===== src/rtl/pipelined_control.sv =====
// Registered ID-stage control decoder with in-flight destination history,
// JR rs-forwarding and load-use bubble insertion. Optional counters: PIPELINED_CONTROL_PERF_EN.
module pipelined_control #(
  parameter int REG_ADDR_W = 5,
  parameter int ALUOP_W    = 4,
  parameter int HIST_DEPTH = 2,
  parameter int FWD_W      = 3
) (
  input  logic                  clk,
  input  logic                  rst_n,
  input  logic                  in_valid,
  output logic                  in_ready,
  input  logic [5:0]            opcode,
  input  logic [5:0]            funct,
  input  logic [REG_ADDR_W-1:0] rs,
  input  logic [REG_ADDR_W-1:0] rt,
  input  logic [REG_ADDR_W-1:0] rd,
  input  logic                  flush,
  output logic                  out_valid,
  output logic                  RegWrite,
  output logic                  MemToReg,
  output logic                  MemRead,
  output logic                  MemWrite,
  output logic                  Branch,
  output logic                  RegDst,
  output logic                  ALUSrc,
  output logic [ALUOP_W-1:0]    ALUOp,
  output logic [1:0]            Jump,
  output logic [FWD_W-1:0]      jr_fwd_sel,
  output logic [REG_ADDR_W-1:0] dest_reg,
`ifdef PIPELINED_CONTROL_PERF_EN
  output logic [31:0]           stall_count,
  output logic [31:0]           fwd_count,
  output logic [31:0]           jr_count,
`endif
  output logic                  illegal
);

  logic                  w_rw, w_m2r, w_mr, w_mw, w_br, w_rdst, w_as, w_ill, w_is_jr;
  logic [ALUOP_W-1:0]    w_alu;
  logic [1:0]            w_jump;
  logic [REG_ADDR_W-1:0] w_dest;
  logic [FWD_W-1:0]      w_fwd;
  logic                  w_found, w_hit_load, w_hazard, w_accept;

  logic [HIST_DEPTH:1]   r_hv;
  logic [HIST_DEPTH:1]   r_hm;
  logic [REG_ADDR_W-1:0] r_hd [1:HIST_DEPTH];

  logic                  r_valid, r_ill;
  logic [6:0]            r_ctl;
  logic [ALUOP_W-1:0]    r_alu;
  logic [1:0]            r_jump;
  logic [FWD_W-1:0]      r_fwd;
  logic [REG_ADDR_W-1:0] r_dest;

  always_comb begin
    w_rw   = 1'b0;
    w_m2r  = 1'b0;
    w_mr   = 1'b0;
    w_mw   = 1'b0;
    w_br   = 1'b0;
    w_rdst = 1'b0;
    w_as   = 1'b0;
    w_ill  = 1'b0;
    w_alu  = '0;
    w_jump = 2'b00;
    w_dest = '0;
    case (opcode)
      6'b000000: begin
        w_rw   = 1'b1;
        w_dest = rd;
        case (funct)
          6'b100000: w_alu = ALUOP_W'(4'b0001);
          6'b100001: w_alu = ALUOP_W'(4'b1010);
          6'b100010: w_alu = ALUOP_W'(4'b0010);
          6'b100011: w_alu = ALUOP_W'(4'b1011);
          6'b100100: w_alu = ALUOP_W'(4'b0011);
          6'b100101: w_alu = ALUOP_W'(4'b0100);
          6'b100111: w_alu = ALUOP_W'(4'b0101);
          6'b101010: w_alu = ALUOP_W'(4'b0110);
          6'b000000: w_alu = ALUOP_W'(4'b0111);
          6'b000010: w_alu = ALUOP_W'(4'b1000);
          6'b000011: w_alu = ALUOP_W'(4'b1001);
          6'b001000: begin
            w_rw   = 1'b0;
            w_dest = '0;
            w_jump = 2'b10;
          end
          default: begin
            w_rw   = 1'b0;
            w_dest = '0;
            w_ill  = 1'b1;
          end
        endcase
      end
      6'b100011: begin
        w_rw   = 1'b1;
        w_m2r  = 1'b1;
        w_mr   = 1'b1;
        w_as   = 1'b1;
        w_rdst = 1'b1;
        w_alu  = ALUOP_W'(4'b0001);
        w_dest = rt;
      end
      6'b101011: begin
        w_mw  = 1'b1;
        w_as  = 1'b1;
        w_alu = ALUOP_W'(4'b0001);
      end
      6'b000100: begin
        w_br  = 1'b1;
        w_alu = ALUOP_W'(4'b0010);
      end
      6'b001000: begin
        w_rw   = 1'b1;
        w_as   = 1'b1;
        w_rdst = 1'b1;
        w_alu  = ALUOP_W'(4'b0001);
        w_dest = rt;
      end
      6'b000010: w_jump = 2'b01;
      default:   w_ill  = 1'b1;
    endcase
  end

  assign w_is_jr = (opcode == 6'b000000) && (funct == 6'b001000);

  // Youngest matching entry wins; a zero destination never matches, so rs=0 always reads the regfile.
  always_comb begin
    w_fwd      = '0;
    w_found    = 1'b0;
    w_hit_load = 1'b0;
    for (int k = 1; k <= HIST_DEPTH; k++) begin
      if (!w_found && r_hv[k] && (r_hd[k] != '0) && (r_hd[k] == rs)) begin
        w_found    = 1'b1;
        w_fwd      = FWD_W'(k);
        w_hit_load = (k == 1) && r_hm[k];
      end
    end
  end

  assign w_hazard = in_valid && w_is_jr && w_hit_load;
  assign in_ready = !w_hazard || flush;
  assign w_accept = in_valid && !flush && !w_hazard;

  always_ff @(posedge clk) begin
    if (!rst_n) begin
      r_valid <= 1'b0;
      r_ill   <= 1'b0;
      r_ctl   <= '0;
      r_alu   <= '0;
      r_jump  <= '0;
      r_fwd   <= '0;
      r_dest  <= '0;
    end else if (w_accept) begin
      r_valid <= 1'b1;
      r_ill   <= w_ill;
      r_ctl   <= {w_rw, w_m2r, w_mr, w_mw, w_br, w_rdst, w_as};
      r_alu   <= w_alu;
      r_jump  <= w_jump;
      r_fwd   <= w_is_jr ? w_fwd : '0;
      r_dest  <= w_dest;
    end else begin
      r_valid <= 1'b0;
      r_ill   <= 1'b0;
      r_ctl   <= '0;
      r_alu   <= '0;
      r_jump  <= '0;
      r_fwd   <= '0;
      r_dest  <= '0;
    end
  end

  // History advances every cycle; stalls and idle cycles enter as invalid entries.
  always_ff @(posedge clk) begin
    if (!rst_n || flush) begin
      r_hv <= '0;
      r_hm <= '0;
      for (int k = 1; k <= HIST_DEPTH; k++) r_hd[k] <= '0;
    end else begin
      for (int k = HIST_DEPTH; k >= 2; k--) begin
        r_hv[k] <= r_hv[k-1];
        r_hm[k] <= r_hm[k-1];
        r_hd[k] <= r_hd[k-1];
      end
      r_hv[1] <= w_accept;
      r_hm[1] <= w_accept && w_mr;
      r_hd[1] <= w_accept ? w_dest : '0;
    end
  end

`ifdef PIPELINED_CONTROL_PERF_EN
  logic [31:0] r_stall_cnt, r_fwd_cnt, r_jr_cnt;

  always_ff @(posedge clk) begin
    if (!rst_n) begin
      r_stall_cnt <= '0;
      r_fwd_cnt   <= '0;
      r_jr_cnt    <= '0;
    end else begin
      if (w_hazard && !flush) r_stall_cnt <= r_stall_cnt + 32'd1;
      if (w_accept && w_is_jr) r_jr_cnt <= r_jr_cnt + 32'd1;
      if (w_accept && w_is_jr && (w_fwd != '0)) r_fwd_cnt <= r_fwd_cnt + 32'd1;
    end
  end

  assign stall_count = r_stall_cnt;
  assign fwd_count   = r_fwd_cnt;
  assign jr_count    = r_jr_cnt;
`endif

  assign out_valid  = r_valid;
  assign illegal    = r_ill;
  assign {RegWrite, MemToReg, MemRead, MemWrite, Branch, RegDst, ALUSrc} = r_ctl;
  assign ALUOp      = r_alu;
  assign Jump       = r_jump;
  assign jr_fwd_sel = r_fwd;
  assign dest_reg   = r_dest;

endmodule


===== config.mk =====
export PLATFORM = sky130hd
export DESIGN_NAME = pipelined_control
export DESIGN_NICKNAME = d
export VERILOG_FILES = /design/src/rtl/pipelined_control.sv
export SDC_FILE = /design/constraint.sdc
export NUM_CORES = 1
export LEC_CHECK = 0
export CORE_MARGIN = 5
export CORE_UTILIZATION = 43
export CTS_CLUSTER_DIAMETER = 150
export DETAILED_ROUTE_END_ITERATION = 10
export GPL_TIMING_DRIVEN = 0
export PLACE_DENSITY = 0.78
export SYNTH_ARGS = -nofsm -noshare
export SYNTH_HDL_FRONTEND = slang
export SYNTH_SLANG_ARGS = --single-unit

===== constraint.sdc =====
create_clock -name clk -period 2.1 [get_ports clk]
set_clock_uncertainty 0.2 [all_clocks]
set_input_delay 0.42 -clock clk [delete_from_list [all_inputs] [get_ports clk]]
set_output_delay 0.42 -clock clk [all_outputs]
set_load 0.02 [all_outputs]

---- Word-level counts from Yosys, hierarchy flattened ----
Memory sizes are Yosys's and may differ from the RTL's.
Cells that the tools add are included.
word-level totals
  memories ................................ 1
  input bits .............................. 31
  memory bits (writable) .................. 10
  output and inout port bits .............. 24
  word-level logic and storage cells ...... 90
  bits in registers ....................... 26
memories
  memory  depth  bits a word  read ports  clocked after memory_dff  write ports  line  text
  r_hd    2      5            2           0                         2            48    logic [REG_ADDR_W-1:0] r_hd [1:HIST_DEPTH];
operators by class
  reduce and logical (&&, ||, !) cells .... 29
  multiplexer cells ....................... 27
  bitwise logic cells ..................... 5
  eq/ne operators ......................... 18
operators by type and width
  operator                                        count
  == test 6 bit (second input constant)           10
  one-hot mux 4 bit (11 select lines)             1
  two-way mux 5 bit                               4
  == test 6 x 2 -> 1 bit (second input constant)  3
  two-way mux 1 bit                               15
  == test 6 x 4 -> 1 bit (second input constant)  2
  logical NOT 6 bit                               2
  one-hot mux 4 bit (3 select lines)              1
  OR reduction 12 bit                             1
  logical AND 1 bit                               11
  OR reduction 11 bit                             1
  == test 5 bit                                   2
  one-hot mux 5 bit (2 select lines)              1
  nonzero test 5 bit                              2
  == test 6 x 3 -> 1 bit (second input constant)  1
  OR reduction 5 bit                              1
  logical NOT 1 bit                               4
  two-way mux 2 bit                               2
  one-hot mux 1 bit (2 select lines)              2
  one-hot mux 2 bit (2 select lines)              1
  OR reduction 4 bit                              1
  NOT 1 bit                                       3
  AND reduction 3 bit                             1
  OR reduction 3 bit                              1
  other kinds (4)                                 6

---- Logic depth before layout (Yosys ltp) ----
An unclocked memory read counts as a cell.
  depth after elaboration ................. 15
  mapped depth ............................ 7

---- Worst setup path after synthesis ----
OpenSTA, ideal clock, no wires.
  path kind ............................... input -> output
  start ................................... input port funct[2]
  end ..................................... output port in_ready
  buffers on the path ..................... 1
  slack ................................... 131 ps
  stages .................................. 5
  data required time ...................... 1,480 ps
  data arrival time ....................... 1,349 ps
  cell sequence ........................... buf_2 nor4_1 nand3_1 nor2_2 nand4_1
on the way
  word-level cells in the longest chain between the ends .. 6
ends and longest elaborated chain
  element                          line  text
  from (decl)                      14    input logic [5:0] funct,
  == test 6 x 4 -> 1 bit           127   assign w_is_jr = (opcode == 6'b000000) && (funct == 6'b001000);
  logical AND 1 bit                127
  logical AND 1 bit (2 in series)  143   assign w_hazard = in_valid && w_is_jr && w_hit_load;
  logical NOT 1 bit                144   assign in_ready = !w_hazard || flush;
  logical OR 1 bit                 144
  to (decl)                        12    output logic in_ready,
No other way between the ends.

---- Final worst setup path ----
  start ................................... input port rs[4]
  end ..................................... output port in_ready
on the way
  word-level cells in the longest chain between the ends .. 11
  elaborated cells between the ends (all ways) .. 13
  classes of those cells .................. eq/ne: 2; mux: 3; reduce/logical: 8
ends and longest elaborated chain
  element                          line  text
  from (decl)                      15    input logic [REG_ADDR_W-1:0] rs,
  == test 5 bit                    135   if (!w_found && r_hv[k] && (r_hd[k] != '0) && (r_hd[k] == rs)) begin
  logical AND 1 bit                135
  two-way mux 1 bit                135
  logical NOT 1 bit                135
  logical AND 1 bit (3 in series)  135
  two-way mux 1 bit (*)            135
  logical AND 1 bit (*)            143
  logical NOT 1 bit (*)            144
  logical OR 1 bit (*)             144
Mark *: on every way between the ends. The rest lies on a longest branch, timed or not.

==> impl_results.md <==
- Number of diodes: 0
- Multi-input logic area: 792 um^2
- Largest register FFs: 10
- Clk buf depth: 2
- 1st-pass router iterations: 4
- Period utilization: 101%
- Post-Synthesis Cells: 155
- Synth Net Count: roughly 190
- Min-Delay Path Class: in2reg
- Critical path class: in2out
- Layout area overhead: 50.8%
- Finish-stage setup viols: 1
- Core ar.: 0.00331 mm^2
- Root buffer cell: clkbuf_4
- Clock slew at reported path FFs: 100 ps
- Critical Path RT: 1480 ps
- Total length of routed wires: 3690 um
- Hold Buf Count CTS: 0
- Data arrival, critical path: ~1500 ps
- Hpwl dp: approximately 2700 um
- Port-buffer cells: 48
- Clock sink count: 34
- CP Capture Type: output pin
- Via count: about 1,300
- Power per cell area: approximately 530 mW/mm^2
- Minimum clock period: around 2100 ps
- H-Tree Depth: 2
- CTS Buf Count: 5
- Status: finished with violations
- Final #Nets: ~250
- Crit start category: input port
- Post-synthesis cell area: 0.00146 mm^2
- Worst R2R Setup Slack: 100 ps
- Register Area: 693 um^2
- # DRC: 0
- Fin worst setup slack: -19.1 ps
- Placed inst area: about 0.002 mm^2
- Failing checks: setup timing
- GP Congestion: between 0.7 and 0.8
- Synth area leader: dfxtp_1
- Chip Width: approximately 68 um
- Vias in the first global route: ~1,400
- Worst hold slack: ~150 ps
- Total GRT Usage: between 10% and 20%
- Clock latency on the worst-skew pair: between 300 and 400 ps
- Mean Syn Cell Area: 9.43 um^2
- Yosys warns: 0
- Row count: 21
- Leak: 0.804 nW
- RSZ-0062 raised after global routing: yes
- CTS tree: built
- Fin area: between 0.002 and 0.0025 mm^2
- Max frequency: roughly 0.47 GHz
- Largest net degree at the start of global routing: 11
- Final Hold Viols: 0
- # fillers: 282
- CP max FO: 3
- Dpl ws: -952 ps
- Area contributors post-synth: dfxtp_1 (47%), nor2_1 (4.9%), xnor2_1 (3.0%)
- First-pass GRT wire length: 5820 um
- Initial DRC Count: between 40 and 50
- # Max-Cap Violations: 0
- Max VDD drop: ~280 uV
- Vias per cell: just over 5
- Share of the synthesized area in the top cell type: 46.6%
- Post-route ant nets: 0
- Fraction of layout cells with a size suffix above 1: between 20% and 30%
- GRT overflow: 0
- IO Pins: 55
- Netlist cell types: between 40 and 50
- Die Ht: between 60 and 70 um
- Die area: 0.00466 mm^2
- Starting Density: 44.1%
- Final Max Slew Viols: 0
- Seq/Total Area, Yosys: a little under half
- Seq cells post-synth: 34
- Routed wire per std cell: 13.9 um
- Antenna violations before repair: 0
==> cells in the final DEF, fill, tap and decap left out, types with 6 or more instances in the layout <==
cell type        instances
a21oi_1                  8
and2_1                   6
buf_4                   13
clkdlybuf4s50_1         35
dfxtp_1                 30
nand2_1                  7
nor2_1                  17
nor3_1                   6
==> cells in the mapped netlist, drive strengths merged <==
master,instances
dfxtp,34
nor2,21
a21oi,9
nand2,9
buf,8
and2,6
nor3,6
a22oi,5
nand3,5
nor2b,5
nor4,5
xnor2,5
nand2b,4
xor2,4
a211oi,3
inv,3
nand3b,3
nand4b,2
nor3b,2
or3,2
a211o,1
a31o,1
a31oi,1
a41oi,1
clkbuf,1
conb,1
mux2i,1
nand4,1
nor4bb,1
o21ai,1
o22ai,1
o31a,1
o41ai,1
or3b,1
==> worst max-delay path, cell delays in order <==
cell           delay [ps]
dlygate4sd2_1         290
nor2_2                140
o41ai_4               100
a211oi_4              250
nand4_1               150
buf_6                 160
==> timing repair <==
action | in CTS | in global routing
buffers inserted | 6 | 2
endpoints found under the setup margin | 21 | 1
cloned | 0 | 0
hold endpoints to repair | 0 | 0
gates resized for setup | 34 | 16
pin swaps | 11 | 6
==> through the flow <==
stage	total power [mW]	utilization [%]	setup TNS [ps]	cells
after detailed placement	0.812	60.4	-11840	249
after CTS	1.18	64.1	-25.7	263
after floorplan	0.735	-	0	155
after global routing	1.22	66.6	-78.0	265
after global placement	0.807	60.4	-10160	249
final	1.17	66.6	-19.1	265
==> worst paths after layout <==
| kind | cells past startpoint | from | to |
|---|---|---|---|
| setup / recovery | 6 | rs[4] | in_ready |
| hold / removal | 2 | funct[4] | ALUOp[2] |
| setup reg to reg | 7 | r_hd[1][0] | ALUOp[1] |
| hold reg to reg | 2 | r_hv[2] | jr_fwd_sel[1] |
==> area by class of cell <==
cell class / instances / area share, %
tap: 46 / 2.61
multi-input combinational: 109 / 35.9
sequential: 34 / 31.5
timing repair buffer: 56 / 23.9
clock inverter: 1 / 0.227
clock buffer: 7 / 2.50
buffer: 9 / 2.84
inverter: 3 / 0.511
==> cells by family (layout without fill, tap and decap cells) <==
logic type / after synthesis / after routing / share of synthesized area [%]
buffers and inverters: 12 / 76 / 5.05
DFF: 34 / 34 / 46.6
other: 1 / 1 / 0.257
muxes: 1 / 1 / 0.685
xor gates and xnor gates: 9 / 9 / 5.39
AOI/OAI and AO/OA: 25 / 25 / 13.6
and+or+nand+nor: 73 / 73 / 28.4
==> power by group <==
| group | total, mW | switching (mW) | internal (mW) | leakage, nW |
|---|---|---|---|---|
| logic | 0.153 | 0.0748 | 0.0778 | 0.491 |
| registers | 0.646 | 0.00165 | 0.644 | 0.277 |
| clock network | 0.372 | 0.210 | 0.162 | 0.0353 |
==> routing by layer <==
metal	vias to the layer above	routed length (um)	GRT usage, %
li1	662	-	-
met1	632	1500	17.8
met2	39	1940	30.8
met3	6	187	4.27
met4	0	56	8.93
met5	-	0	0
Note: power is estimated with default switching activity, not from simulation.
